File: src/rtl/iob_native_bridge_pkg.sv
// Shared types and helpers for the native-to-IOb bridge: FSM state encoding and
// timeout counter sizing.
package iob_native_bridge_pkg;

    typedef enum logic [1:0] {
        ST_IDLE = 2'd0,
        ST_REQ  = 2'd1,
        ST_RESP = 2'd2,
        ST_DONE = 2'd3
    } state_e;

    localparam int unsigned DEF_ADDR_W  = 32;
    localparam int unsigned DEF_DATA_W  = 32;
    localparam int unsigned DEF_SEL_W   = 1;
    localparam int unsigned DEF_N_CH    = 3;
    localparam int unsigned DEF_TIMEOUT = 255;

    // Counter only needs to reach TIMEOUT-1; keep at least one bit so the
    // disabled (TIMEOUT=0) build still elaborates cleanly.
    function automatic int unsigned cnt_width(input int unsigned timeout);
        return (timeout < 2) ? 1 : $clog2(timeout);
    endfunction

endpackage

File: src/rtl/iob_native_bridge_if.sv
// Bus bundle for the bridge: native CPU request/response plus N_CH flattened IOb channels.
// 'slave' is the bridge's view, 'master' is the CPU/interconnect side driving it.
interface iob_native_bridge_if #(
    parameter int unsigned ADDR_W = 32,
    parameter int unsigned DATA_W = 32,
    parameter int unsigned N_CH   = 3
);
    localparam int unsigned STRB_W = DATA_W / 8;

    logic                     nat_valid;
    logic                     nat_instr;
    logic [ADDR_W-1:0]        nat_addr;
    logic [DATA_W-1:0]        nat_wdata;
    logic [STRB_W-1:0]        nat_wstrb;
    logic                     nat_ready;
    logic [DATA_W-1:0]        nat_rdata;
    logic                     nat_err;

    logic [N_CH-1:0]          iob_avalid;
    logic [N_CH*ADDR_W-1:0]   iob_addr;
    logic [N_CH*DATA_W-1:0]   iob_wdata;
    logic [N_CH*STRB_W-1:0]   iob_wstrb;
    logic [N_CH*DATA_W-1:0]   iob_rdata;
    logic [N_CH-1:0]          iob_rvalid;
    logic [N_CH-1:0]          iob_ready;

    modport slave (
        input  nat_valid, nat_instr, nat_addr, nat_wdata, nat_wstrb,
        output nat_ready, nat_rdata, nat_err,
        output iob_avalid, iob_addr, iob_wdata, iob_wstrb,
        input  iob_rdata, iob_rvalid, iob_ready
    );

    modport master (
        output nat_valid, nat_instr, nat_addr, nat_wdata, nat_wstrb,
        input  nat_ready, nat_rdata, nat_err,
        input  iob_avalid, iob_addr, iob_wdata, iob_wstrb,
        output iob_rdata, iob_rvalid, iob_ready
    );

endinterface

File: src/rtl/iob_native_bridge_tmr.sv
// Per-access timeout counter: cleared while idle, counts while an access is pending,
// flags expiry on the cycle it reaches TIMEOUT-1 so the FSM leaves on the next edge.
module iob_native_bridge_tmr
    import iob_native_bridge_pkg::*;
#(
    parameter int unsigned TIMEOUT = DEF_TIMEOUT
) (
    input  logic clk,
    input  logic rst,
    input  logic cke,
    input  logic clr,
    input  logic en,
    output logic expired
);
    localparam int unsigned CNT_W = cnt_width(TIMEOUT);
    localparam int unsigned LIMIT = (TIMEOUT == 0) ? 0 : TIMEOUT - 1;

    logic [CNT_W-1:0] cnt_q;

    assign expired = (TIMEOUT != 0) && en && (cnt_q == CNT_W'(LIMIT));

    // NOTE: sequential state uses non-blocking assignments and a synchronous
    // reset tested first; cke gates every update so a stalled clock domain holds.
    always_ff @(posedge clk) begin
        if (rst) begin
            cnt_q <= '0;
        end else if (cke) begin
            if (clr) begin
                cnt_q <= '0;
            end else if (en && !expired) begin
                cnt_q <= cnt_q + 1'b1;
            end
        end
    end

endmodule

File: src/rtl/iob_native_bridge.sv
// Bridge from a PicoRV32-style native memory port to N_CH IOb channels: one access
// in flight, instruction fetches on channel 0, data on 1+addr[MSB field], timeout error.
module iob_native_bridge
    import iob_native_bridge_pkg::*;
#(
    parameter int unsigned ADDR_W  = DEF_ADDR_W,
    parameter int unsigned DATA_W  = DEF_DATA_W,
    parameter int unsigned SEL_W   = DEF_SEL_W,
    parameter int unsigned N_CH    = DEF_N_CH,
    parameter int unsigned TIMEOUT = DEF_TIMEOUT
) (
    input  logic                clk_i,
    input  logic                rst_i,
    input  logic                cke_i,
    iob_native_bridge_if.slave  bus
);
    localparam int unsigned STRB_W = DATA_W / 8;
    // One extra bit so 1 + sel (up to 2**SEL_W) and N_CH both fit.
    localparam int unsigned IDX_W  = SEL_W + 1;

    state_e              state_q, state_d;
    logic [IDX_W-1:0]    idx_q,   idx_d;
    logic [ADDR_W-1:0]   addr_q,  addr_d;
    logic [DATA_W-1:0]   wdata_q, wdata_d;
    logic [STRB_W-1:0]   wstrb_q, wstrb_d;
    logic [DATA_W-1:0]   rdata_q, rdata_d;
    logic                err_q,   err_d;

    logic [IDX_W-1:0]    req_idx;
    logic                req_unmapped;
    logic                is_write;
    logic                sel_ready;
    logic                sel_rvalid;
    logic [DATA_W-1:0]   sel_rdata;
    logic                tmr_clr;
    logic                tmr_en;
    logic                tmr_expired;

    logic [N_CH-1:0]        avalid_c;
    logic [N_CH*ADDR_W-1:0] addr_c;
    logic [N_CH*DATA_W-1:0] wdata_c;
    logic [N_CH*STRB_W-1:0] wstrb_c;

    assign req_idx      = bus.nat_instr ? '0
                        : {1'b0, bus.nat_addr[ADDR_W-1 -: SEL_W]} + IDX_W'(1);
    assign req_unmapped = (req_idx >= IDX_W'(N_CH));
    assign is_write     = |wstrb_q;

    // Response mux: only the captured channel's handshake is ever observed.
    always_comb begin
        sel_ready  = 1'b0;
        sel_rvalid = 1'b0;
        sel_rdata  = '0;
        for (int i = 0; i < N_CH; i++) begin
            if (idx_q == IDX_W'(i)) begin
                sel_ready  = bus.iob_ready[i];
                sel_rvalid = bus.iob_rvalid[i];
                sel_rdata  = bus.iob_rdata[i*DATA_W +: DATA_W];
            end
        end
    end

    // NOTE: every signal written in an always_comb gets a default first, so no
    // path through the case leaves it unassigned and no latch is inferred.
    always_comb begin
        state_d = state_q;
        idx_d   = idx_q;
        addr_d  = addr_q;
        wdata_d = wdata_q;
        wstrb_d = wstrb_q;
        rdata_d = rdata_q;
        err_d   = err_q;

        unique case (state_q)
            ST_IDLE: begin
                if (bus.nat_valid) begin
                    idx_d   = req_idx;
                    addr_d  = bus.nat_addr;
                    wdata_d = bus.nat_wdata;
                    wstrb_d = bus.nat_wstrb;
                    rdata_d = '0;
                    err_d   = req_unmapped;
                    state_d = req_unmapped ? ST_DONE : ST_REQ;
                end
            end
            ST_REQ: begin
                // An accepted request wins over expiry on the same cycle.
                if (sel_ready) begin
                    if (is_write) begin
                        state_d = ST_DONE;
                    end else if (sel_rvalid) begin
                        rdata_d = sel_rdata;
                        state_d = ST_DONE;
                    end else begin
                        state_d = ST_RESP;
                    end
                end else if (tmr_expired) begin
                    err_d   = 1'b1;
                    state_d = ST_DONE;
                end
            end
            ST_RESP: begin
                if (sel_rvalid) begin
                    rdata_d = sel_rdata;
                    state_d = ST_DONE;
                end else if (tmr_expired) begin
                    err_d   = 1'b1;
                    state_d = ST_DONE;
                end
            end
            ST_DONE: begin
                state_d = ST_IDLE;
            end
            default: begin
                state_d = ST_IDLE;
            end
        endcase
    end

    always_ff @(posedge clk_i) begin
        if (rst_i) begin
            state_q <= ST_IDLE;
            idx_q   <= '0;
            addr_q  <= '0;
            wdata_q <= '0;
            wstrb_q <= '0;
            rdata_q <= '0;
            err_q   <= 1'b0;
        end else if (cke_i) begin
            state_q <= state_d;
            idx_q   <= idx_d;
            addr_q  <= addr_d;
            wdata_q <= wdata_d;
            wstrb_q <= wstrb_d;
            rdata_q <= rdata_d;
            err_q   <= err_d;
        end
    end

    assign tmr_clr = (state_q == ST_IDLE);
    assign tmr_en  = (state_q == ST_REQ) || (state_q == ST_RESP);

    iob_native_bridge_tmr #(
        .TIMEOUT (TIMEOUT)
    ) u_tmr (
        .clk     (clk_i),
        .rst     (rst_i),
        .cke     (cke_i),
        .clr     (tmr_clr),
        .en      (tmr_en),
        .expired (tmr_expired)
    );

    // Channel outputs are decoded from registered state, so only the selected
    // slice is non-zero and only while the request is being presented.
    always_comb begin
        avalid_c = '0;
        addr_c   = '0;
        wdata_c  = '0;
        wstrb_c  = '0;
        if (state_q == ST_REQ) begin
            for (int i = 0; i < N_CH; i++) begin
                if (idx_q == IDX_W'(i)) begin
                    avalid_c[i]                   = 1'b1;
                    addr_c[i*ADDR_W +: ADDR_W]    = addr_q;
                    wdata_c[i*DATA_W +: DATA_W]   = wdata_q;
                    wstrb_c[i*STRB_W +: STRB_W]   = wstrb_q;
                end
            end
        end
    end

    assign bus.iob_avalid = avalid_c;
    assign bus.iob_addr   = addr_c;
    assign bus.iob_wdata  = wdata_c;
    assign bus.iob_wstrb  = wstrb_c;

    assign bus.nat_ready  = (state_q == ST_DONE);
    assign bus.nat_rdata  = (state_q == ST_DONE) ? rdata_q : '0;
    assign bus.nat_err    = (state_q == ST_DONE) ? err_q : 1'b0;

endmodule

File: src/flat_wrapper.sv
// flat-port wrapper written by rule: the top's interface ports become plain ports
module iob_native_bridge_flat import iob_native_bridge_pkg::*;
#(
    parameter int unsigned ADDR_W  = DEF_ADDR_W,
    parameter int unsigned DATA_W  = DEF_DATA_W,
    parameter int unsigned SEL_W   = DEF_SEL_W,
    parameter int unsigned N_CH    = DEF_N_CH,
    parameter int unsigned TIMEOUT = DEF_TIMEOUT
)
  (clk_i, rst_i, cke_i, bus_nat_valid, bus_nat_instr, bus_nat_addr, bus_nat_wdata, bus_nat_wstrb, bus_nat_ready, bus_nat_rdata, bus_nat_err, bus_iob_avalid, bus_iob_addr, bus_iob_wdata, bus_iob_wstrb, bus_iob_rdata, bus_iob_rvalid, bus_iob_ready);
  iob_native_bridge_if #(.ADDR_W(ADDR_W), .DATA_W(DATA_W), .N_CH(N_CH)) bus_i ();
  input  logic clk_i;
  input  logic rst_i;
  input  logic cke_i;
  input wire logic [$bits(bus_i.nat_valid)-1:0] bus_nat_valid;
  input wire logic [$bits(bus_i.nat_instr)-1:0] bus_nat_instr;
  input wire logic [$bits(bus_i.nat_addr)-1:0] bus_nat_addr;
  input wire logic [$bits(bus_i.nat_wdata)-1:0] bus_nat_wdata;
  input wire logic [$bits(bus_i.nat_wstrb)-1:0] bus_nat_wstrb;
  output wire logic [$bits(bus_i.nat_ready)-1:0] bus_nat_ready;
  output wire logic [$bits(bus_i.nat_rdata)-1:0] bus_nat_rdata;
  output wire logic [$bits(bus_i.nat_err)-1:0] bus_nat_err;
  output wire logic [$bits(bus_i.iob_avalid)-1:0] bus_iob_avalid;
  output wire logic [$bits(bus_i.iob_addr)-1:0] bus_iob_addr;
  output wire logic [$bits(bus_i.iob_wdata)-1:0] bus_iob_wdata;
  output wire logic [$bits(bus_i.iob_wstrb)-1:0] bus_iob_wstrb;
  input wire logic [$bits(bus_i.iob_rdata)-1:0] bus_iob_rdata;
  input wire logic [$bits(bus_i.iob_rvalid)-1:0] bus_iob_rvalid;
  input wire logic [$bits(bus_i.iob_ready)-1:0] bus_iob_ready;
  assign bus_i.nat_valid = bus_nat_valid;
  assign bus_i.nat_instr = bus_nat_instr;
  assign bus_i.nat_addr = bus_nat_addr;
  assign bus_i.nat_wdata = bus_nat_wdata;
  assign bus_i.nat_wstrb = bus_nat_wstrb;
  assign bus_nat_ready = bus_i.nat_ready;
  assign bus_nat_rdata = bus_i.nat_rdata;
  assign bus_nat_err = bus_i.nat_err;
  assign bus_iob_avalid = bus_i.iob_avalid;
  assign bus_iob_addr = bus_i.iob_addr;
  assign bus_iob_wdata = bus_i.iob_wdata;
  assign bus_iob_wstrb = bus_i.iob_wstrb;
  assign bus_i.iob_rdata = bus_iob_rdata;
  assign bus_i.iob_rvalid = bus_iob_rvalid;
  assign bus_i.iob_ready = bus_iob_ready;
  iob_native_bridge #(.ADDR_W(ADDR_W), .DATA_W(DATA_W), .SEL_W(SEL_W), .N_CH(N_CH), .TIMEOUT(TIMEOUT)) u_core (.clk_i(clk_i), .rst_i(rst_i), .cke_i(cke_i), .bus(bus_i));
endmodule
File: config.mk
export PLATFORM = sky130hd
export DESIGN_NAME = iob_native_bridge_flat
export DESIGN_NICKNAME = d
export VERILOG_FILES = /design/src/rtl/iob_native_bridge_pkg.sv /design/src/rtl/iob_native_bridge_if.sv /design/src/rtl/iob_native_bridge_tmr.sv /design/src/rtl/iob_native_bridge.sv /design/src/flat_wrapper.sv
export SDC_FILE = /design/constraint.sdc
export NUM_CORES = 1
export LEC_CHECK = 0
export CAP_MARGIN = 10
export CORE_AREA = 2 2 163 165
export CTS_BUF_LIST = sky130_fd_sc_hd__clkbuf_16
export DETAILED_ROUTE_END_ITERATION = 8
export DIE_AREA = 0 0 165 167
export PLACE_DENSITY = 0.58
export SYNTH_ARGS = -nofsm -noshare
export SYNTH_HDL_FRONTEND = slang
export SYNTH_SLANG_ARGS = --single-unit
File: constraint.sdc
create_clock -name clk_i -period 2.3 [get_ports clk_i]
set_clock_uncertainty 0.1 [all_clocks]
set_input_delay 0.23 -clock clk_i [delete_from_list [all_inputs] [get_ports clk_i]]
set_output_delay 0.23 -clock clk_i [all_outputs]
set_load 0.01 [all_outputs]
==> reports/metrics.cfg <==
[floorplanning]
std_cell_rows=59
io_pins=416
fp.dieH_um=167
coreArea_um2=25800
dieArea_um2=27600
start_util_pct=26.4
die_w_um=165

[power_and_ir_drop]
p_seq_share_pct=36.1
intPower_mw=4.31
p_sw_share_pct=26.6
pwr-share-clk_pct=45.7
ir_drop_v=0.000355
p_leak_nw=5.98
p_sw_mw=1.56
pwr-share-comb_pct=18.2
power.density_nw_per_um2=489

[global_route]
top_usage_layer=met2
grt_use_met3_pct=5.53
met1_usage_pct=23.3
met2_usage_pct=35.7
antenna_found_initial=1
overflow=0
track_usage_pct=20.3
grt_max_degree=72
grt_pass1_vias=7935
grt_pass1_wl_um=43400

[final_layout]
nNetsFinal=1500
syn_to_final_growth_pct=76.2
post-route-util_pct=46.6
drive_gt1_share_pct=9.76
antenna_cells=0

[yosys]
avgSynthCellArea_um2=7.38
ys.flop_type=dfxtp_1
post-synth-top-count-cell=nand2_1
synthTopCellsByArea=dfxtp_1 33%, and2_1 16%, nand2_1 11%
synth_cells=923
synth_fp_nets=1104
ys_seq_elements=113
synth_edf_count=0
synth.top_cell.area_share_pct=33.2
synth_top_cell_by_area=dfxtp_1
ys_top_cells_by_count=206 x nand2_1, 169 x and2_1, 113 x dfxtp_1, 80 x a21oi_1, 68 x and3_1
ys_types=40
yosys_warnings=0
synth_seq_area_share_pct=33.2
synthArstFlopShare_pct=0
netlist_area_um2=6810

[clock_network]
htree_levels=4
clockBufferDepth=2
cts_inserted_buffers=17
clkSinkCount=113
path_clk_slew_ns=0.06
root_buffer=clkbuf_16
ctsHoldBuffers=0
worst_skew_pair.late_latency_ns=0.42
cts_tree=built

[placed_design]
gp_congestion=0.780
portBuffers=415
pre_cts_ws_ns=0.0802
hpwl_um=20200

[sta]
slew_headroom_pct=61.9
setup_ws_ns=0.0500
report.final.slew_viol_count=0
setup_viol=0
final.setup.tns_ns=0
hold_violations=0
fmax_ghz=0.444
tightest_slew_ns=0.571
period_minus_slack_ns=2.25
grt_setup_unrepaired=yes
timing.final.crit_share_pct=97.8

[detailed_routing]
wl_per_cell_um=17.4
vias=7645
wl_um=29000
antenna_left=0
drtPass1Iterations=4
viasPerCell=4.59
drc_errors=0
drt_iter0_markers=261

[worst_setup_path]
path_max_fanout=10
startpoint_type=flip-flop
r2r-start=u_core.state_q[0]
worstPathArrival_ns=1.92
cpPeakStageDelay_ns=0.53
crit_chain=buf_4, ha_4, buf_4, and2_1, clkdlybuf4s50_1
path_common_cell=buf_4
critPathBufInv=3
worstSetupPathType=reg -> out
setup.worst_path.end_class=primary output
rr_worst_depth=9
slowest_stage=clkdlybuf4s50_1
cp.required_ns=1.97
reg2reg_slack_ns=0.21
r2r_end=u_core.u_tmr.cnt_q[6]
crit_family=buffers and inverters

[min_path]
hold_path_end=u_core.idx_q[0]
min-delay-start=rst_i
hp-class=in -> reg
whs_path_depth=2

[outcome]
outcome=complete, no violations

[run]
maxCapViolCount=0

## per-stage QoR
stage	hold WS [ns]	total power [mW]	area (µm²)	instances
floorplan	0.266	2.59	6810	923
global placement	0.356	3.14	11400	1620
detailed placement	0.361	3.15	11400	1620
CTS	0.189	5.92	12000	1664
global route	0.232	6.12	12000	1667
finish	0.191	5.87	12000	1667
## worst reg2reg max path, cell delays in order, from the launching register on
cell	delay, ns
dfxtp_2	0.35
buf_4	0.14
inv_1	0.06
ha_1	0.24
nand4b_1	0.18
o221ai_1	0.44
buf_4	0.23
nor3_1	0.05
xnor2_1	0.13
nor2_1	0.05
## worst max-delay path by stage
stage / startpoint / endpoint / slack, ns / depth (start not counted)
after floorplan: u_core.state_q[1] / u_core.addr_q[0] / 0.32 / 9
after global placement: u_core.state_q[1] / bus_iob_addr[31] / 0.12 / 7
after detailed placement: u_core.state_q[1] / bus_iob_addr[31] / 0.08 / 7
after CTS: u_core.idx_q[0] / bus_iob_wdata[82] / -0.13 / 5
after global routing: u_core.state_q[0] / bus_nat_rdata[10] / -0.03 / 5
final: u_core.state_q[0] / bus_nat_rdata[25] / 0.05 / 5
## cell type report
type,instances,area (µm²)
fillers,2633,13800
clock inverters,15,170
inverters,7,26.3
flip-flops and latches,113,2270
multi-input cells,722,4230
clock buffers,17,425
well taps,335,419
repair buffers,458,4460
## repair_timing
item	in CTS	in global routing
hold endpoints to repair	0	0
pin swaps	1	1
gates cloned	4	1
gates resized for setup	274	71
setup endpoints to repair	240	75
buffers inserted	8	2
## cells by family after synthesis
| group | count (synthesis) | synth area share, % |
|---|---|---|
| AND/OR/NAND/NOR | 520 | 40.0 |
| AO/OA/AOI/OAI | 126 | 9.68 |
| flip-flops | 113 | 33.2 |
| buffers and inverters | 88 | 5.80 |
| multiplexers | 66 | 9.70 |
| adder cells (fa/ha/maj) | 6 | 1.10 |
| XOR/XNOR | 4 | 0.514 |
## layer usage
metal	vias up	wire length, µm
met1	3494	11900
met5	-	13
li1	3804	-
met3	46	2330
met4	2	634
met2	299	14100
## power by group through the flow
stage	Sequential, mW	Clock (mW)	Combinational (mW)
finish	2.12	2.68	1.07
global placement	2.16	0	0.979
CTS	2.12	2.73	1.06
floorplan	2.12	0	0.464
global route	2.14	2.82	1.16
detailed placement	2.16	0	0.982
## sequential cells by signal (all words and copies together), names as in the netlist
signal	cells
u_core.wstrb_q	4
u_core.err_q	1
u_core.state_q	2
u_core.addr_q	32
u_core.u_tmr.cnt_q	8
u_core.idx_q	2
u_core.wdata_q	32
u_core.rdata_q	32
## cell usage in the layout (no fill, tap or decap), types with 3 or more instances in the layout
master / instances
a21oi_1: 80
and2_1: 168
and3_1: 67
buf_12: 13
buf_16: 3
buf_4: 19
buf_6: 6
bufinv_16: 3
clkbuf_16: 18
clkbuf_2: 30
clkdlybuf4s15_1: 18
clkdlybuf4s50_1: 181
clkinv_2: 3
clkinv_4: 4
clkinvlp_4: 3
dfxtp_1: 109
dfxtp_2: 3
dlygate4sd2_1: 161
dlymetal6s2s_1: 21
ha_1: 4
inv_1: 7
mux2i_1: 66
nand2_1: 206
nand2b_1: 36
nand3_1: 3
nand3b_1: 3
nor2_1: 10
nor3_1: 3
o21ai_0: 36
or3_1: 3
xnor2_1: 4
Power figures use the tool's default switching activity.
